**src/rtl/ddr_app_pkg.sv**
```systemverilog
// rtl/ddr_app_pkg.sv - shared encodings and types for the DDR app-interface arbiter
// Purpose: command encodings, grant FSM state constants and the read-tag record.
package ddr_app_pkg;

    localparam logic [2:0] WR_CMD = 3'h0;
    localparam logic [2:0] RD_CMD = 3'h1;

    localparam logic [1:0] IDLE  = 2'd0;
    localparam logic [1:0] WDATA = 2'd1;
    localparam logic [1:0] CMD   = 2'd2;

    // One outstanding read: which port issued it and how many beats (minus one) return.
    typedef struct packed {
        logic       port;
        logic [5:0] burst;
    } tag_t;

endpackage

```
**src/rtl/ddr_tag_fifo.sv**
```systemverilog
// rtl/ddr_tag_fifo.sv - in-order FIFO of outstanding read tags
// Purpose: remembers the issuing port and burst length of every read in flight.
// Ports: clk/rst (async active-high), push/din write side, pop/head read side,
//        full/empty occupancy flags. Push and pop in one cycle are both honoured.
module ddr_tag_fifo
    import ddr_app_pkg::*;
#(
    parameter int DEPTH = 4
) (
    input  logic clk,
    input  logic rst,
    input  logic push,
    input  tag_t din,
    input  logic pop,
    output tag_t head,
    output logic full,
    output logic empty
);
    localparam int AW = (DEPTH > 1) ? $clog2(DEPTH) : 1;
    localparam logic [AW:0] FULL_CNT = DEPTH[AW:0];

    tag_t          mem_q [DEPTH];
    logic [AW-1:0] wptr_q;
    logic [AW-1:0] rptr_q;
    logic [AW:0]   cnt_q;
    logic          do_push;
    logic          do_pop;

    assign full    = (cnt_q == FULL_CNT);
    assign empty   = (cnt_q == '0);
    assign do_push = push && !full;
    assign do_pop  = pop && !empty;
    assign head    = mem_q[rptr_q];

    always_ff @(posedge clk) begin
        if (do_push) begin
            mem_q[wptr_q] <= din;
        end
    end

    always_ff @(posedge clk or posedge rst) begin
        if (rst) begin
            wptr_q <= '0;
            rptr_q <= '0;
            cnt_q  <= '0;
        end else begin
            if (do_push) begin
                wptr_q <= wptr_q + AW'(1);
            end
            if (do_pop) begin
                rptr_q <= rptr_q + AW'(1);
            end
            case ({do_push, do_pop})
                2'b10:   cnt_q <= cnt_q + (AW+1)'(1);
                2'b01:   cnt_q <= cnt_q - (AW+1)'(1);
                default: cnt_q <= cnt_q;
            endcase
        end
    end

endmodule

```
**src/rtl/ddr_app_arbiter.sv**
```systemverilog
// rtl/ddr_app_arbiter.sv - two-port round-robin arbiter for the DDR3 app interface
// Purpose: serialises whole bursts from two requesters (write beats, then command)
//          and routes returning read beats back to the issuing port in order.
// Ports: pN_* requester side (req/cmd/addr/burst/wdata in; wdata_ack, gnt, rdata* out),
//        app_* controller side, init_calib_complete gate, err sticky protocol error.
module ddr_app_arbiter
    import ddr_app_pkg::*;
#(
    parameter int ADDR_WIDTH = 27,
    parameter int DATA_WIDTH = 128,
    parameter int TAG_DEPTH  = 4
) (
    input  logic                  clk_x1,
    input  logic                  rst,
    input  logic                  init_calib_complete,
    input  logic                  p0_req,
    input  logic [2:0]            p0_cmd,
    input  logic [ADDR_WIDTH-1:0] p0_addr,
    input  logic [5:0]            p0_burst,
    input  logic [DATA_WIDTH-1:0] p0_wdata,
    output logic                  p0_wdata_ack,
    output logic                  p0_gnt,
    output logic [DATA_WIDTH-1:0] p0_rdata,
    output logic                  p0_rdata_valid,
    output logic                  p0_rdata_end,
    input  logic                  p1_req,
    input  logic [2:0]            p1_cmd,
    input  logic [ADDR_WIDTH-1:0] p1_addr,
    input  logic [5:0]            p1_burst,
    input  logic [DATA_WIDTH-1:0] p1_wdata,
    output logic                  p1_wdata_ack,
    output logic                  p1_gnt,
    output logic [DATA_WIDTH-1:0] p1_rdata,
    output logic                  p1_rdata_valid,
    output logic                  p1_rdata_end,
    output logic [ADDR_WIDTH-1:0] app_addr,
    output logic                  app_cmd_en,
    output logic [2:0]            app_cmd,
    input  logic                  app_cmd_rdy,
    output logic                  app_wren,
    output logic                  app_data_end,
    output logic [DATA_WIDTH-1:0] app_data,
    input  logic                  app_data_rdy,
    output logic [5:0]            app_burst_number,
    input  logic                  app_rdata_valid,
    input  logic                  app_rdata_end,
    input  logic [DATA_WIDTH-1:0] app_rdata,
    output logic                  err
);
    logic [1:0]            state_q, state_d;
    logic                  owner_q, owner_d;
    logic                  last_grant_q, last_grant_d;
    logic [5:0]            beat_cnt_q, beat_cnt_d;
    logic [ADDR_WIDTH-1:0] addr_q, addr_d;
    logic [2:0]            cmd_q, cmd_d;
    logic [5:0]            burst_q, burst_d;
    logic [DATA_WIDTH-1:0] wdata_q, wdata_d;
    logic                  cmd_en_q, cmd_en_d;
    logic                  wren_q, wren_d;
    logic [1:0]            gnt_q, gnt_d;
    logic [5:0]            rbeat_cnt_q, rbeat_cnt_d;
    logic [DATA_WIDTH-1:0] rdata_q, rdata_d;
    logic [1:0]            rvalid_q, rvalid_d;
    logic [1:0]            rend_q, rend_d;
    logic                  err_q, err_d;
    logic [1:0]            elig;
    logic                  tag_push, tag_pop, tag_full, tag_empty;
    tag_t                  tag_in, tag_head;
    logic                  unused_rdata_end;

    // Beat counting against the tag is authoritative; the controller's end flag is ignored.
    assign unused_rdata_end = app_rdata_end;

    // A port whose grant pulse is on the wire this cycle may still show req high;
    // it is skipped so one transaction is never granted twice.
    assign elig[0] = init_calib_complete && p0_req && !gnt_q[0] && (p0_cmd == WR_CMD || !tag_full);
    assign elig[1] = init_calib_complete && p1_req && !gnt_q[1] && (p1_cmd == WR_CMD || !tag_full);

    assign tag_in = '{port: owner_q, burst: burst_q};

    ddr_tag_fifo #(.DEPTH(TAG_DEPTH)) u_tag_fifo (
        .clk   (clk_x1),
        .rst   (rst),
        .push  (tag_push),
        .din   (tag_in),
        .pop   (tag_pop),
        .head  (tag_head),
        .full  (tag_full),
        .empty (tag_empty)
    );

    always_comb begin
        state_d      = state_q;
        owner_d      = owner_q;
        last_grant_d = last_grant_q;
        beat_cnt_d   = beat_cnt_q;
        addr_d       = addr_q;
        cmd_d        = cmd_q;
        burst_d      = burst_q;
        wdata_d      = wdata_q;
        cmd_en_d     = 1'b0;
        wren_d       = 1'b0;
        gnt_d        = 2'b00;
        tag_push     = 1'b0;
        case (state_q)
            IDLE: begin
                if (elig != 2'b00) begin
                    owner_d      = (elig == 2'b11) ? ~last_grant_q : elig[1];
                    last_grant_d = owner_d;
                    cmd_d        = owner_d ? p1_cmd   : p0_cmd;
                    addr_d       = owner_d ? p1_addr  : p0_addr;
                    burst_d      = owner_d ? p1_burst : p0_burst;
                    beat_cnt_d   = 6'd0;
                    state_d      = (cmd_d == WR_CMD) ? WDATA : CMD;
                end
            end
            WDATA: begin
                if (app_data_rdy) begin
                    wren_d     = 1'b1;
                    wdata_d    = owner_q ? p1_wdata : p0_wdata;
                    beat_cnt_d = beat_cnt_q + 6'd1;
                    if (beat_cnt_q == burst_q) begin
                        state_d = CMD;
                    end
                end
            end
            CMD: begin
                if (app_cmd_rdy) begin
                    cmd_en_d       = 1'b1;
                    gnt_d[owner_q] = 1'b1;
                    tag_push       = (cmd_q == RD_CMD);
                    state_d        = IDLE;
                end
            end
            default: state_d = IDLE;
        endcase
    end

    // Read return path runs independently of the grant FSM.
    always_comb begin
        rvalid_d    = 2'b00;
        rend_d      = 2'b00;
        rdata_d     = rdata_q;
        rbeat_cnt_d = rbeat_cnt_q;
        err_d       = err_q;
        tag_pop     = 1'b0;
        if (app_rdata_valid) begin
            if (tag_empty) begin
                err_d = 1'b1;
            end else begin
                rdata_d                 = app_rdata;
                rvalid_d[tag_head.port] = 1'b1;
                if (rbeat_cnt_q == tag_head.burst) begin
                    rend_d[tag_head.port] = 1'b1;
                    tag_pop               = 1'b1;
                    rbeat_cnt_d           = 6'd0;
                end else begin
                    rbeat_cnt_d = rbeat_cnt_q + 6'd1;
                end
            end
        end
    end

    always_ff @(posedge clk_x1 or posedge rst) begin
        if (rst) begin
            state_q      <= IDLE;
            owner_q      <= 1'b0;
            last_grant_q <= 1'b1;
            beat_cnt_q   <= '0;
            addr_q       <= '0;
            cmd_q        <= '0;
            burst_q      <= '0;
            wdata_q      <= '0;
            cmd_en_q     <= 1'b0;
            wren_q       <= 1'b0;
            gnt_q        <= 2'b00;
            rbeat_cnt_q  <= '0;
            rdata_q      <= '0;
            rvalid_q     <= 2'b00;
            rend_q       <= 2'b00;
            err_q        <= 1'b0;
        end else begin
            state_q      <= state_d;
            owner_q      <= owner_d;
            last_grant_q <= last_grant_d;
            beat_cnt_q   <= beat_cnt_d;
            addr_q       <= addr_d;
            cmd_q        <= cmd_d;
            burst_q      <= burst_d;
            wdata_q      <= wdata_d;
            cmd_en_q     <= cmd_en_d;
            wren_q       <= wren_d;
            gnt_q        <= gnt_d;
            rbeat_cnt_q  <= rbeat_cnt_d;
            rdata_q      <= rdata_d;
            rvalid_q     <= rvalid_d;
            rend_q       <= rend_d;
            err_q        <= err_d;
        end
    end

    assign p0_wdata_ack     = (state_q == WDATA) && !owner_q && app_data_rdy;
    assign p1_wdata_ack     = (state_q == WDATA) &&  owner_q && app_data_rdy;
    assign p0_gnt           = gnt_q[0];
    assign p1_gnt           = gnt_q[1];
    assign p0_rdata         = rdata_q;
    assign p1_rdata         = rdata_q;
    assign p0_rdata_valid   = rvalid_q[0];
    assign p1_rdata_valid   = rvalid_q[1];
    assign p0_rdata_end     = rend_q[0];
    assign p1_rdata_end     = rend_q[1];
    assign app_addr         = addr_q;
    assign app_cmd          = cmd_q;
    assign app_burst_number = burst_q;
    assign app_cmd_en       = cmd_en_q;
    assign app_wren         = wren_q;
    assign app_data_end     = wren_q;
    assign app_data         = wdata_q;
    assign err              = err_q;

endmodule

```
**config.mk**
```make
export PLATFORM = sky130hd
export DESIGN_NAME = ddr_app_arbiter
export DESIGN_NICKNAME = d
export VERILOG_FILES = /design/src/rtl/ddr_app_pkg.sv /design/src/rtl/ddr_tag_fifo.sv /design/src/rtl/ddr_app_arbiter.sv
export SDC_FILE = /design/constraint.sdc
export NUM_CORES = 1
export LEC_CHECK = 0
export ABC_AREA = 1
export BUFFER_PORTS_ARGS = -buffer_cell sky130_fd_sc_hd__buf_2
export CAP_MARGIN = 15
export CORE_AREA = 2 2 354 356
export DETAILED_ROUTE_END_ITERATION = 7
export DIE_AREA = 0 0 356 358
export SLEW_MARGIN = 15
export SYNTH_ARGS = -nofsm -noshare
export SYNTH_HDL_FRONTEND = slang
export SYNTH_HIERARCHICAL = 1
export SYNTH_SLANG_ARGS = --single-unit
```
**constraint.sdc**
```tcl
create_clock -name clk_x1 -period 12.5 [get_ports clk_x1]
set_input_delay 0.625 -clock clk_x1 [delete_from_list [all_inputs] [get_ports clk_x1]]
set_output_delay 0.625 -clock clk_x1 [all_outputs]
set_load 0.1 [all_outputs]
```
==> Implementation_results.wiki <==
{| class="wikitable"
! Metric !! Value
|-
| Fraction of the yosys area taken by sequential cells || 56.14%
|-
| Arrival @ worst endpoint || 3.82 ns
|-
| Clock Sink Count || 352
|-
| WP data required || between 10 and 15 ns
|-
| Total of fill cells in the finished design || 13920
|-
| Proportion of layout cells with a drive suffix above 1 || a little under two fifths
|-
| Antenna violations before repair || between 60 and 70
|-
| Worst path most repeated cell || sky130_fd_sc_hd__nand2_1
|-
| Post-CTS Repair Setup Buffers || 0
|-
| Synth Area per Inst || about 8.4 µm²
|-
| 1st-pass router iterations || 5
|-
| Violation count after the first detailed-route iteration || 1354
|-
| Slowest stage cell, crit path || sky130_fd_sc_hd__nor2_1
|-
| Post-Synth Simple-Gate Area || 28.10%
|-
| Critical path capture point || u_tag_fifo/cnt_q[2]
|-
| Post-Synthesis Cell Area || 15940 µm²
|-
| Number of nets in the synthesized netlist || 2364
|-
| Count of cells resized by post-cts repair || 0
|-
| Family with the most delay on the worst path || simple AND/OR/NAND/NOR gates
|-
| Startpoint-to-endpoint class of the critical path || flop to flop
|-
| Portion of the clock cycle consumed by the worst path in the final layout || 26.80%
|-
| Vias in the first global route || 14460
|-
| CP bufs+invs || 3
|-
| Top post-synthesis cells by area || sky130_fd_sc_hd__dfrtp_1 51%, sky130_fd_sc_hd__nand2_1 21%, sky130_fd_sc_hd__buf_4 6.9%
|-
| Number of buffers created by CTS || 43
|-
| Fraction of synthesis flops using an asynchronous set or reset pin || 92.05%
|-
| Area Growth Syn to Fin || 42.10%
|-
| Most frequent standard cell in the layout excluding fill and tap cells || sky130_fd_sc_hd__buf_2
|-
| Count of port buffers added during placement || 895
|-
| Launching element of the worst setup path || u_tag_fifo/rptr_q[0]
|-
| Total number of vias || 15780
|-
| Unrepaired setup endpoints after global routing || false
|-
| Number of max-cap violations || 0
|-
| Crit path cell chain || inv_2, nand2_1, o211ai_1, nand2_1, xor2_1, nor3b_1, nand3_1, nor2_1, nand2_1, inv_1, ha_1, inv_1, fa_1, nand2_1, nand3_1, nand2_1, nand2_1
|-
| Global-route wire length before repair || 117200 µm
|-
| Area share of the leading cell type in the synthesized netlist || 50.70%
|-
| Minimum hold slack || 0.2257 ns
|-
| TritonCTS clock tree || yes
|-
| Class of the worst hold path || primary input to flop
|-
| Number of routed nets with antenna violations || 0
|-
| Register-to-Register Path Depth || 17
|-
| Area of the die || 127400 µm²
|-
| Complex-gate fraction of the synthesized area || 3.822%
|-
| Root buffer cell || sky130_fd_sc_hd__clkbuf_16
|-
| Core region area || 123300 µm²
|-
| Global placer's final weighted congestion || 0.8479
|-
| Worst-Skew Late Latency || 0.60 ns
|-
| Commonest cells after routing, fill and taps aside || 895 x sky130_fd_sc_hd__buf_2, 889 x sky130_fd_sc_hd__nand2_1, 323 x sky130_fd_sc_hd__dfrtp_1
|-
| Number of cells on the critical path || 17
|-
| CP endpoint kind || flop
|-
| Maximum count of clock buffers along a single path || 3
|-
| Post-layout utilization of the core || 18.37%
|-
| Library cells used by synthesis || 38
|-
| Slew at the pin closest to its max-slew limit || 0.9755 ns
|-
| Die Wd || approximately 360 µm
|-
| Arithmetic-cell share of the synthesized area counting full adders, half adders and majority gates || 0.6749%
|-
| Detail Placement HPWL || 72440 µm
|-
| WL per Instance || 20.40 µm
|-
| Die Span Y || 358 µm
|-
| Clk_skew || approximately 0.025 ns
|-
| H-tree lvl count || 2
|-
| DR vias/cell || 3.660
|-
| Most used flip-flop cell after synthesis || sky130_fd_sc_hd__dfrtp_1
|-
| Top-Level Pins || 897
|-
| Area share of xor/xnor cells in the synthesized design || 0.4395%
|-
| Dominant cell type by area after synthesis || sky130_fd_sc_hd__dfrtp_1
|-
| Number of remaining DRC errors || 0
|-
| Synthesis Warnings || 6
|-
| Status || completed
|-
| Number of synthesized flops with an enable pin || 28
|-
| Number of register bits inferred by synthesis || ~350
|-
| Post-synthesis cell count || 1891
|-
| Achievable clock frequency || ~300 MHz
|-
| Overall routing resource usage || 13.02%
|-
| Nature of the critical path startpoint || flop
|-
| Largest family of logic cells by synthesized area || simple AND/OR/NAND/NOR gates
|-
| Hold buffer count at CTS || 1
|-
| Final Setup Violations || 0
|-
| Share of cell area taken by muxes after synthesis || 0%
|-
| Pin count of the biggest net entering global routing || 117
|-
| Final period demand of the worst path || 3.350 ns
|-
| Total Negative Setup Slacks || 0 ns
|-
| Count of nets after finishing || 3100
|-
| Initial Util || 12.93%
|-
| Worst R2R Setup Slack || 9.15 ns
|-
| Capturing point of the worst reg2reg path || u_tag_fifo/cnt_q[2]
|-
| Overflow after GRT || 0
|-
| Maximum single-stage delay on the critical path || roughly 0.47 ns
|-
| Startpoint of the lowest-slack register-to-register path || u_tag_fifo/rptr_q[0]
|-
| Row count || about 130
|-
| Total wirelength of the detailed-routed design || just under 90000 µm
|-
| Slew HR || 34.96%
|-
| Clock transition at the registers of the reported paths || 0.07 ns
|-
| Final Max Slew Viols || 0
|-
| Final hold viol count || 0
|-
| CP Max Fanout || 29
|}
[per-layer routing]
metal	part of all wire, %	up-vias	track usage (%)	wire (µm)
met3	7.8	185	3.461	6878
li1	-	7280	-	-
met5	0.13	-	0	113
met1	43	7502	17.12	37590
met2	46	801	21.02	40720
met4	3.0	16	3.468	2671
[cell type report]
cell class                 count  area [µm²]  share of cell area [%]
multi-input combinational   1249        5286                   23.33
tap                         1637        2048                   9.041
clock buffer                  65        1259                   5.556
antenna                       17       42.54                  0.1878
timing repair buffer         910        4607                   20.34
clock inverter                12       185.2                  0.8174
sequential                   352        8950                   39.51
inverter                      71       276.5                   1.221
[through the flow]
step	std cells	worst slack, ns	instance area (µm²)
after floorplan	1891	3.105	15940
after global placement	4218	9.222	21160
after detailed placement	4218	9.204	21160
after CTS	4296	9.092	22610
after global routing	4302	8.724	22630
final	4313	9.150	22650
[cell families (layout without fill, tap and decap cells)]
group / Yosys count / after routing
AND/OR/NAND/NOR: 1129 / 1129
adder cells (fa/ha/maj): 8 / 8
other: 0 / 17
AO/OA/AOI/OAI: 104 / 104
XOR/XNOR: 8 / 8
buffers and inverters: 290 / 1058
flip-flops: 352 / 352
[registers in the layout, indices dropped and copies added, names as in the netlist]
| register | cells |
|---|---|
| app_addr | 27 |
| app_burst_number | 6 |
| app_cmd | 3 |
| app_cmd_en | 1 |
| app_data | 128 |
| app_data_end | 1 |
| beat_cnt_q | 6 |
| err | 1 |
| gnt_q | 2 |
| last_grant_q | 1 |
| owner_q | 1 |
| p0_rdata | 128 |
| rbeat_cnt_q | 6 |
| rend_q | 2 |
| rvalid_q | 2 |
| state_q | 2 |
| u_tag_fifo/cnt_q | 3 |
| u_tag_fifo/mem_q | 28 |
| u_tag_fifo/rptr_q | 2 |
| u_tag_fifo/wptr_q | 2 |
[worst min-delay path, stage by stage]
cell	delay [ns]
sky130_fd_sc_hd__buf_2	0.07
sky130_fd_sc_hd__nand2_1	0.04
sky130_fd_sc_hd__nand3_1	0.05
[worst min-delay path by stage]
stage,endpoint,cells past startpoint,from
2_1_floorplan,u_tag_fifo/cnt_q[0],1,rst
3_3_place_gp,err,1,err
3_5_place_dp,err,1,err
4_1_cts,p0_rdata[48],3,app_rdata[48]
5_1_grt,p0_rdata[31],3,app_rdata[31]
6_report,app_data[68],3,p0_wdata[68]
[Yosys cell counts (9+ instances only)]
master and count:
sky130_fd_sc_hd__nand2_1 890, sky130_fd_sc_hd__dfrtp_1 323, sky130_fd_sc_hd__nand3_1 154, sky130_fd_sc_hd__buf_4 146
sky130_fd_sc_hd__nor2_1 73, sky130_fd_sc_hd__inv_1 62, sky130_fd_sc_hd__a21oi_1 59, sky130_fd_sc_hd__buf_2 39
sky130_fd_sc_hd__clkbuf_1 28, sky130_fd_sc_hd__edfxtp_1 28, sky130_fd_sc_hd__o21ai_0 17, sky130_fd_sc_hd__inv_2 9
sky130_fd_sc_hd__o211ai_1 9
Power is not shown: default switching activity piles up to over one toggle a cycle in this logic, so the estimate is an artifact.
